File: src/rtl/conv_pkg.sv
// Shared constants and types for the 4x4 FP16 convolution datapath.
package conv_pkg;
    localparam int DATA_WIDTH  = 16;
    localparam int KERNEL_SIZE = 4;

    typedef logic [15:0] fp16_t;

    typedef enum logic [1:0] {
        IDLE        = 2'd0,
        LOAD_KERNEL = 2'd1,
        STREAM      = 2'd2,
        DRAIN       = 2'd3
    } feeder_state_t;
endpackage

File: src/rtl/conv4_line_buffer.sv
// Per-column history of the previous ROWS image rows; read is combinational,
// the shifted-in update lands on the clock edge so a same-cycle read sees old data.
module conv4_line_buffer
    import conv_pkg::*;
#(
    parameter  int DEPTH = 28,
    parameter  int ROWS  = KERNEL_SIZE - 1,
    localparam int AW    = $clog2(DEPTH)
) (
    input  logic                       clk,
    input  logic                       we_i,
    input  logic [AW-1:0]              addr_i,
    input  logic [DATA_WIDTH-1:0]      pix_i,
    output logic [ROWS*DATA_WIDTH-1:0] col_o
);
    // MSB slice holds the oldest row; new pixel enters at the LSB slice.
    logic [ROWS*DATA_WIDTH-1:0] mem_q [DEPTH];

    assign col_o = mem_q[addr_i];

    always_ff @(posedge clk) begin
        if (we_i) begin
            mem_q[addr_i] <= {col_o[(ROWS-1)*DATA_WIDTH-1:0], pix_i};
        end
    end
endmodule

File: src/rtl/conv4_window_feeder.sv
// Kernel loader and raster-to-column sequencer in front of the 4x4 conv engine.
// state       | meaning
// IDLE        | waiting for start
// LOAD_KERNEL | accepting 16 column-major kernel elements
// STREAM      | accepting pixels, emitting columns once 3 rows are buffered
// DRAIN       | 3 cycles flushing the valid_out pipe, done in the last one
module conv4_window_feeder
    import conv_pkg::*;
#(
    parameter int IMG_WIDTH  = 28,
    parameter int IMG_HEIGHT = 28
) (
    input  logic                          clk,
    input  logic                          rst,
    input  logic                          start,
    input  logic                          k_valid,
    input  logic [DATA_WIDTH-1:0]         k_data,
    output logic                          k_ready,
    input  logic                          pix_valid,
    input  logic [DATA_WIDTH-1:0]         pix_data,
    output logic                          pix_ready,
    output logic [DATA_WIDTH-1:0]         data_out0,
    output logic [DATA_WIDTH-1:0]         data_out1,
    output logic [DATA_WIDTH-1:0]         data_out2,
    output logic [DATA_WIDTH-1:0]         data_out3,
    output logic                          kernel_load,
    output logic                          valid_in,
    output logic                          valid_out,
    output logic [$clog2(IMG_HEIGHT)-1:0] out_row,
    output logic [$clog2(IMG_WIDTH)-1:0]  out_col,
    output logic                          busy,
    output logic                          done
);
    localparam int CW      = $clog2(IMG_WIDTH);
    localparam int RW      = $clog2(IMG_HEIGHT);
    localparam int KW      = $clog2(KERNEL_SIZE*KERNEL_SIZE);
    localparam int LB_ROWS = KERNEL_SIZE - 1;
    localparam int DW      = DATA_WIDTH;

    localparam logic [CW-1:0] COL_LAST  = CW'(IMG_WIDTH-1);
    localparam logic [RW-1:0] ROW_LAST  = RW'(IMG_HEIGHT-1);
    localparam logic [CW-1:0] COL_WIN   = CW'(KERNEL_SIZE-1);
    localparam logic [RW-1:0] ROW_EMIT  = RW'(KERNEL_SIZE-1);
    localparam logic [KW-1:0] K_LAST    = KW'(KERNEL_SIZE*KERNEL_SIZE-1);

    feeder_state_t state_q, state_d;
    logic [KW-1:0]                 k_cnt_q, k_cnt_d;
    logic [LB_ROWS-1:0][DW-1:0]    kcol_q, kcol_d;
    logic [CW-1:0]                 col_q, col_d;
    logic [RW-1:0]                 row_q, row_d;
    logic [1:0]                    drain_q, drain_d;
    logic [KERNEL_SIZE*DW-1:0]     data_q, data_d;
    logic                          kload_q, kload_d;
    logic                          vin_q, vin_d;
    logic                          win_q, win_d;
    logic [RW-1:0]                 win_row_q, win_row_d;
    logic [CW-1:0]                 win_col_q, win_col_d;
    logic                          pipe_q;
    logic [RW-1:0]                 pipe_row_q;
    logic [CW-1:0]                 pipe_col_q;
    logic                          vout_q;
    logic [RW-1:0]                 out_row_q;
    logic [CW-1:0]                 out_col_q;
    logic                          done_q, done_d;

    logic                          lb_we;
    logic [LB_ROWS*DW-1:0]         lb_col;

    assign k_ready   = (state_q == LOAD_KERNEL);
    assign pix_ready = (state_q == STREAM);
    assign busy      = (state_q != IDLE);
    assign lb_we     = pix_ready && pix_valid;

    conv4_line_buffer #(
        .DEPTH (IMG_WIDTH),
        .ROWS  (LB_ROWS)
    ) u_lb (
        .clk    (clk),
        .we_i   (lb_we),
        .addr_i (col_q),
        .pix_i  (pix_data),
        .col_o  (lb_col)
    );

    always_comb begin
        state_d   = state_q;
        k_cnt_d   = k_cnt_q;
        kcol_d    = kcol_q;
        col_d     = col_q;
        row_d     = row_q;
        drain_d   = drain_q;
        data_d    = data_q;
        kload_d   = 1'b0;
        vin_d     = 1'b0;
        win_d     = 1'b0;
        win_row_d = win_row_q;
        win_col_d = win_col_q;
        done_d    = 1'b0;
        case (state_q)
            IDLE: begin
                if (start) begin
                    state_d = LOAD_KERNEL;
                    k_cnt_d = '0;
                    col_d   = '0;
                    row_d   = '0;
                    drain_d = '0;
                end
            end
            LOAD_KERNEL: begin
                if (k_valid) begin
                    k_cnt_d = k_cnt_q + 1'b1;
                    if (k_cnt_q[1:0] == 2'd3) begin
                        data_d  = {kcol_q[0], kcol_q[1], kcol_q[2], k_data};
                        kload_d = 1'b1;
                        vin_d   = 1'b1;
                    end else begin
                        kcol_d[k_cnt_q[1:0]] = k_data;
                    end
                    if (k_cnt_q == K_LAST) begin
                        state_d = STREAM;
                    end
                end
            end
            STREAM: begin
                if (pix_valid) begin
                    if (row_q >= ROW_EMIT) begin
                        data_d = {lb_col, pix_data};
                        vin_d  = 1'b1;
                        if (col_q >= COL_WIN) begin
                            win_d     = 1'b1;
                            win_row_d = row_q - ROW_EMIT;
                            win_col_d = col_q - COL_WIN;
                        end
                    end
                    if (col_q == COL_LAST) begin
                        col_d = '0;
                        if (row_q == ROW_LAST) begin
                            state_d = DRAIN;
                        end else begin
                            row_d = row_q + 1'b1;
                        end
                    end else begin
                        col_d = col_q + 1'b1;
                    end
                end
            end
            DRAIN: begin
                drain_d = drain_q + 1'b1;
                done_d  = (drain_q == 2'd1);
                if (drain_q == 2'd2) begin
                    state_d = IDLE;
                    drain_d = '0;
                end
            end
            default: state_d = IDLE;
        endcase
    end

    // win/pipe/vout form the two-cycle gap between shift and capture in the engine.
    always_ff @(posedge clk) begin
        if (rst) begin
            state_q    <= IDLE;
            k_cnt_q    <= '0;
            kcol_q     <= '0;
            col_q      <= '0;
            row_q      <= '0;
            drain_q    <= '0;
            data_q     <= '0;
            kload_q    <= 1'b0;
            vin_q      <= 1'b0;
            win_q      <= 1'b0;
            win_row_q  <= '0;
            win_col_q  <= '0;
            pipe_q     <= 1'b0;
            pipe_row_q <= '0;
            pipe_col_q <= '0;
            vout_q     <= 1'b0;
            out_row_q  <= '0;
            out_col_q  <= '0;
            done_q     <= 1'b0;
        end else begin
            state_q    <= state_d;
            k_cnt_q    <= k_cnt_d;
            kcol_q     <= kcol_d;
            col_q      <= col_d;
            row_q      <= row_d;
            drain_q    <= drain_d;
            data_q     <= data_d;
            kload_q    <= kload_d;
            vin_q      <= vin_d;
            win_q      <= win_d;
            win_row_q  <= win_row_d;
            win_col_q  <= win_col_d;
            pipe_q     <= win_q;
            pipe_row_q <= win_row_q;
            pipe_col_q <= win_col_q;
            vout_q     <= pipe_q;
            out_row_q  <= pipe_row_q;
            out_col_q  <= pipe_col_q;
            done_q     <= done_d;
        end
    end

    assign data_out0   = data_q[4*DW-1 -: DW];
    assign data_out1   = data_q[3*DW-1 -: DW];
    assign data_out2   = data_q[2*DW-1 -: DW];
    assign data_out3   = data_q[DW-1 -: DW];
    assign kernel_load = kload_q;
    assign valid_in    = vin_q;
    assign valid_out   = vout_q;
    assign out_row     = out_row_q;
    assign out_col     = out_col_q;
    assign done        = done_q;
endmodule

File: config.mk
export PLATFORM = sky130hd
export DESIGN_NAME = conv4_window_feeder
export DESIGN_NICKNAME = d
export VERILOG_FILES = /design/src/rtl/conv_pkg.sv /design/src/rtl/conv4_line_buffer.sv /design/src/rtl/conv4_window_feeder.sv
export SDC_FILE = /design/constraint.sdc
export NUM_CORES = 2
export LEC_CHECK = 0
export ABC_CLOCK_PERIOD_IN_PS = 16700
export CAP_MARGIN = 5
export CORE_UTILIZATION = 65
export DETAILED_ROUTE_END_ITERATION = 10
export GPL_TIMING_DRIVEN = 0
export PLACE_DENSITY = 0.83
export SETUP_SLACK_MARGIN = 0.05
export SLEW_MARGIN = 40
export SYNTH_ARGS = -nofsm -noshare
export SYNTH_HDL_FRONTEND = slang
export SYNTH_HIERARCHICAL = 1
export SYNTH_SLANG_ARGS = --single-unit
File: constraint.sdc
create_clock -name clk -period 16.7 [get_ports clk]
set_input_delay 2.505 -clock clk [delete_from_list [all_inputs] [get_ports clk]]
set_output_delay 2.505 -clock clk [all_outputs]
set_load 0.1 [all_outputs]
==> impl_metrics.env <==
export IMPL_setup_ws_ns=11.22
export IMPL_cts_sinks=1510
export IMPL_syn_area_sq_mm=0.05810
export IMPL_synth_top_area_cell="edfxtp_1"
export IMPL_yosys_warnings=6
export IMPL_chipHeight_microns=301.0
export IMPL_grt_usage_pct=39.52
export IMPL_layout_cells_most_common_list="edfxtp_1, mux2i_1, nand2_1, buf_2, dfxtp_1"
export IMPL_required_ns=17.15
export IMPL_dieArea_sq_mm=0.09058
export IMPL_num_vias=36250
export IMPL_start_util_pct=65.64
export IMPL_setup_viol_count_final=0
export IMPL_wl_met1_microns=55660
export IMPL_avgViaCountPerCell=7.202
export IMPL_grt_overflow_total=0
export IMPL_ctsHoldBuffers=0
export IMPL_dp_cells=4774
export IMPL_dr_wl_met2_microns=80960
export IMPL_yosys_area_top_type_share_pct=69.47
export IMPL_ys_seq_area_share_pct=75.19
export IMPL_peakVddDrop_uv=211.1
export IMPL_hpwl_microns=108600
export IMPL_synthArstFlopShare_pct=0
export IMPL_fp_row_count=109
export IMPL_cts_tree="yes"
export IMPL_grt_pass1_wl_microns=249900
export IMPL_min_period_ns=5.477
export IMPL_top_layer="met5"
export IMPL_core_area_sq_mm=0.08851
export IMPL_finalCritPeriodShare_pct=32.79
export IMPL_stdcell_count=5034
export IMPL_slew_headroom_pct=36.16
export IMPL_power_density_mw_per_mm2=131.1
export IMPL_synth_area_per_cell_sq_um=17.54
export IMPL_fin_tns_setup_ns=0
export IMPL_synthTopCellsByArea="edfxtp_1, mux2i_1, mux4_2"
export IMPL_synth_edff_count=1344
export IMPL_gp_congestion=0.8849
export IMPL_grt_pass1_vias=36060
export IMPL_tightest_slew_ns=0.9566
export IMPL_drive_above_1_share_pct=23.66
export IMPL_cts_buffers=140
export IMPL_synth_ff_type="edfxtp_1"
export IMPL_fin_skew_ns=0.02841
export IMPL_start_kind="input pin"
export IMPL_cap_viol_max_count=0
export IMPL_path_clk_slew_ns=0.06
export IMPL_wl_met3_microns=26600
export IMPL_h_tree_depth=4
export IMPL_die_w_microns=301.0
export IMPL_final_common_cell="edfxtp_1"
export IMPL_pin_count=118
export IMPL_cts_setup_buffers=0
export IMPL_max_freq_mhz=182.6
export IMPL_cp_max_fo=7
export IMPL_area_delta_synth_final_pct=16.46
export IMPL_wirelength_microns=176700
export IMPL_rsz0062_at_grt="no"
export IMPL_cts_root_buffer="clkbuf_16"
export IMPL_arrival_ns=5.93
export IMPL_fillers=4199
export IMPL_first_pass_iters=6
export IMPL_endpoint_kind="register"
export IMPL_antenna_violating_nets_post_route=0
export IMPL_clkLatencyLatePin_ns=0.77
export IMPL_synth_seq_cells=1510
export IMPL_pre_cts_slack_ns=10.69
export IMPL_leakagePower_nw=21.42
export IMPL_port_buffers=115
export IMPL_drt_iter0_drc=5901
export IMPL_cts_path_max_buffers=3
export IMPL_synth_nets=3361
export IMPL_hp_class="register to register"
export IMPL_grt_max_degree=30
export IMPL_synth_cell_type_count=68
export IMPL_syn_inst=3313
export IMPL_slew_violations=0
export IMPL_antenna_found_initial=9
export IMPL_critical_path_class="input pin to register"
export IMPL_routedWlPerCell_microns=35.10
export IMPL_place_area_sq_mm=0.06305
export IMPL_cts_resized=0
export IMPL_hold_viol=0
export IMPL_final_area_sq_mm=0.06766
export IMPL_power_mw=8.871
export IMPL_nets=3799
export IMPL_drc=0
export IMPL_status="completed"
## through the flow
step / hold WS, ns / utilization, %
final: 0.4415 / 76.45
after detailed placement: 0.4258 / 71.23
after floorplan: 0.4135 / -
after global routing: 0.4561 / 76.44
after global placement: 0.4211 / 68.59
after CTS: 0.4409 / 76.44
## worst max-delay path, stage by stage
cell,delay [ns]
clkdlybuf4s50_1,0.51
and2_1,0.48
nand3b_1,0.63
nor3_2,0.92
buf_2,0.39
buf_2,0.26
buf_4,0.21
## power by group
group	switching, mW	internal (mW)	leakage [nW]	total (mW)
registers	0.0561	4.27	13.4	4.33
logic	0.974	0.331	5.74	1.31
clock network	1.42	1.81	2.26	3.24
## kinds of logic (layout without fill, tap and decap cells)
family,Yosys count,count (layout),synth area share (%)
AOI/OAI and AO/OA,389,389,4.658
muxes,564,564,13.22
other,0,2,0
xor gates and xnor gates,4,4,0.06031
DFF,1510,1510,75.19
and+or+nand+nor,623,623,4.876
adders and majority gates,11,11,0.2369
buffers and inverters,212,766,1.759
## cells in the mapped netlist, drive strengths merged (3+ instances only)
| cell | number |
|---|---|
| edfxtp | 1344 |
| nand3 | 13 |
| nand4b | 3 |
| ha | 11 |
| inv | 10 |
| a221oi | 9 |
| o21ai | 21 |
| mux2 | 48 |
| nand2 | 286 |
| nand4 | 89 |
| and2 | 9 |
| or3 | 6 |
| xnor2 | 3 |
| o2111ai | 4 |
| buf | 105 |
| clkbuf | 96 |
| mux2i | 358 |
| nor2 | 152 |
| nand3b | 5 |
| a21oi | 132 |
| nor3 | 11 |
| o221a | 64 |
| dfxtp | 166 |
| a21boi | 3 |
| nor2b | 31 |
| mux4 | 158 |
| nand2b | 5 |
| a22oi | 49 |
| a21o | 3 |
| o22ai | 86 |
## layer usage
layer  up-vias  track usage, %
met3       885           13.07
met5         -               0
met1     17720           48.82
met2      3634           60.61
li1      14000               -
met4        10           24.89
## sequential cells by signal (all words and copies together), names as in the netlist, 2 cells and up
register    count
data_q         64
out_row         5
k_cnt_q         4
pipe_col_q      5
drain_q         2
win_row_q       5
pipe_row_q      5
u_lb/mem_q   1344
win_col_q       5
col_q           5
row_q           5
state_q         2
kcol_q         48
out_col         5
## final cells by class
type | instances | area [sq um] | share of cell area, %
Sequential cell | 1510 | 43680 | 64.56
Multi-Input combinational cell | 1591 | 13670 | 20.20
Clock buffer | 179 | 3805 | 5.623
Timing Repair Buffer | 296 | 3207 | 4.739
Tap cell | 1165 | 1458 | 2.154
Buffer | 201 | 994.7 | 1.470
Clock inverter | 79 | 800.8 | 1.183
Inverter | 11 | 41.29 | 0.06102
Antenna cell | 2 | 5.005 | 0.007397
## worst paths after layout
path                        endpoint  depth (start not counted)  slack [ns]     startpoint
setup / recovery  u_lb/mem_q[26][21]                          7       11.22      pix_valid
hold / removal            out_row[0]                          1        0.44  pipe_row_q[0]
setup reg to reg  u_lb/mem_q[26][21]                          9       11.99       col_q[1]
hold reg to reg           out_row[0]                          1        0.44  pipe_row_q[0]
Power figures use the tool's default switching activity.
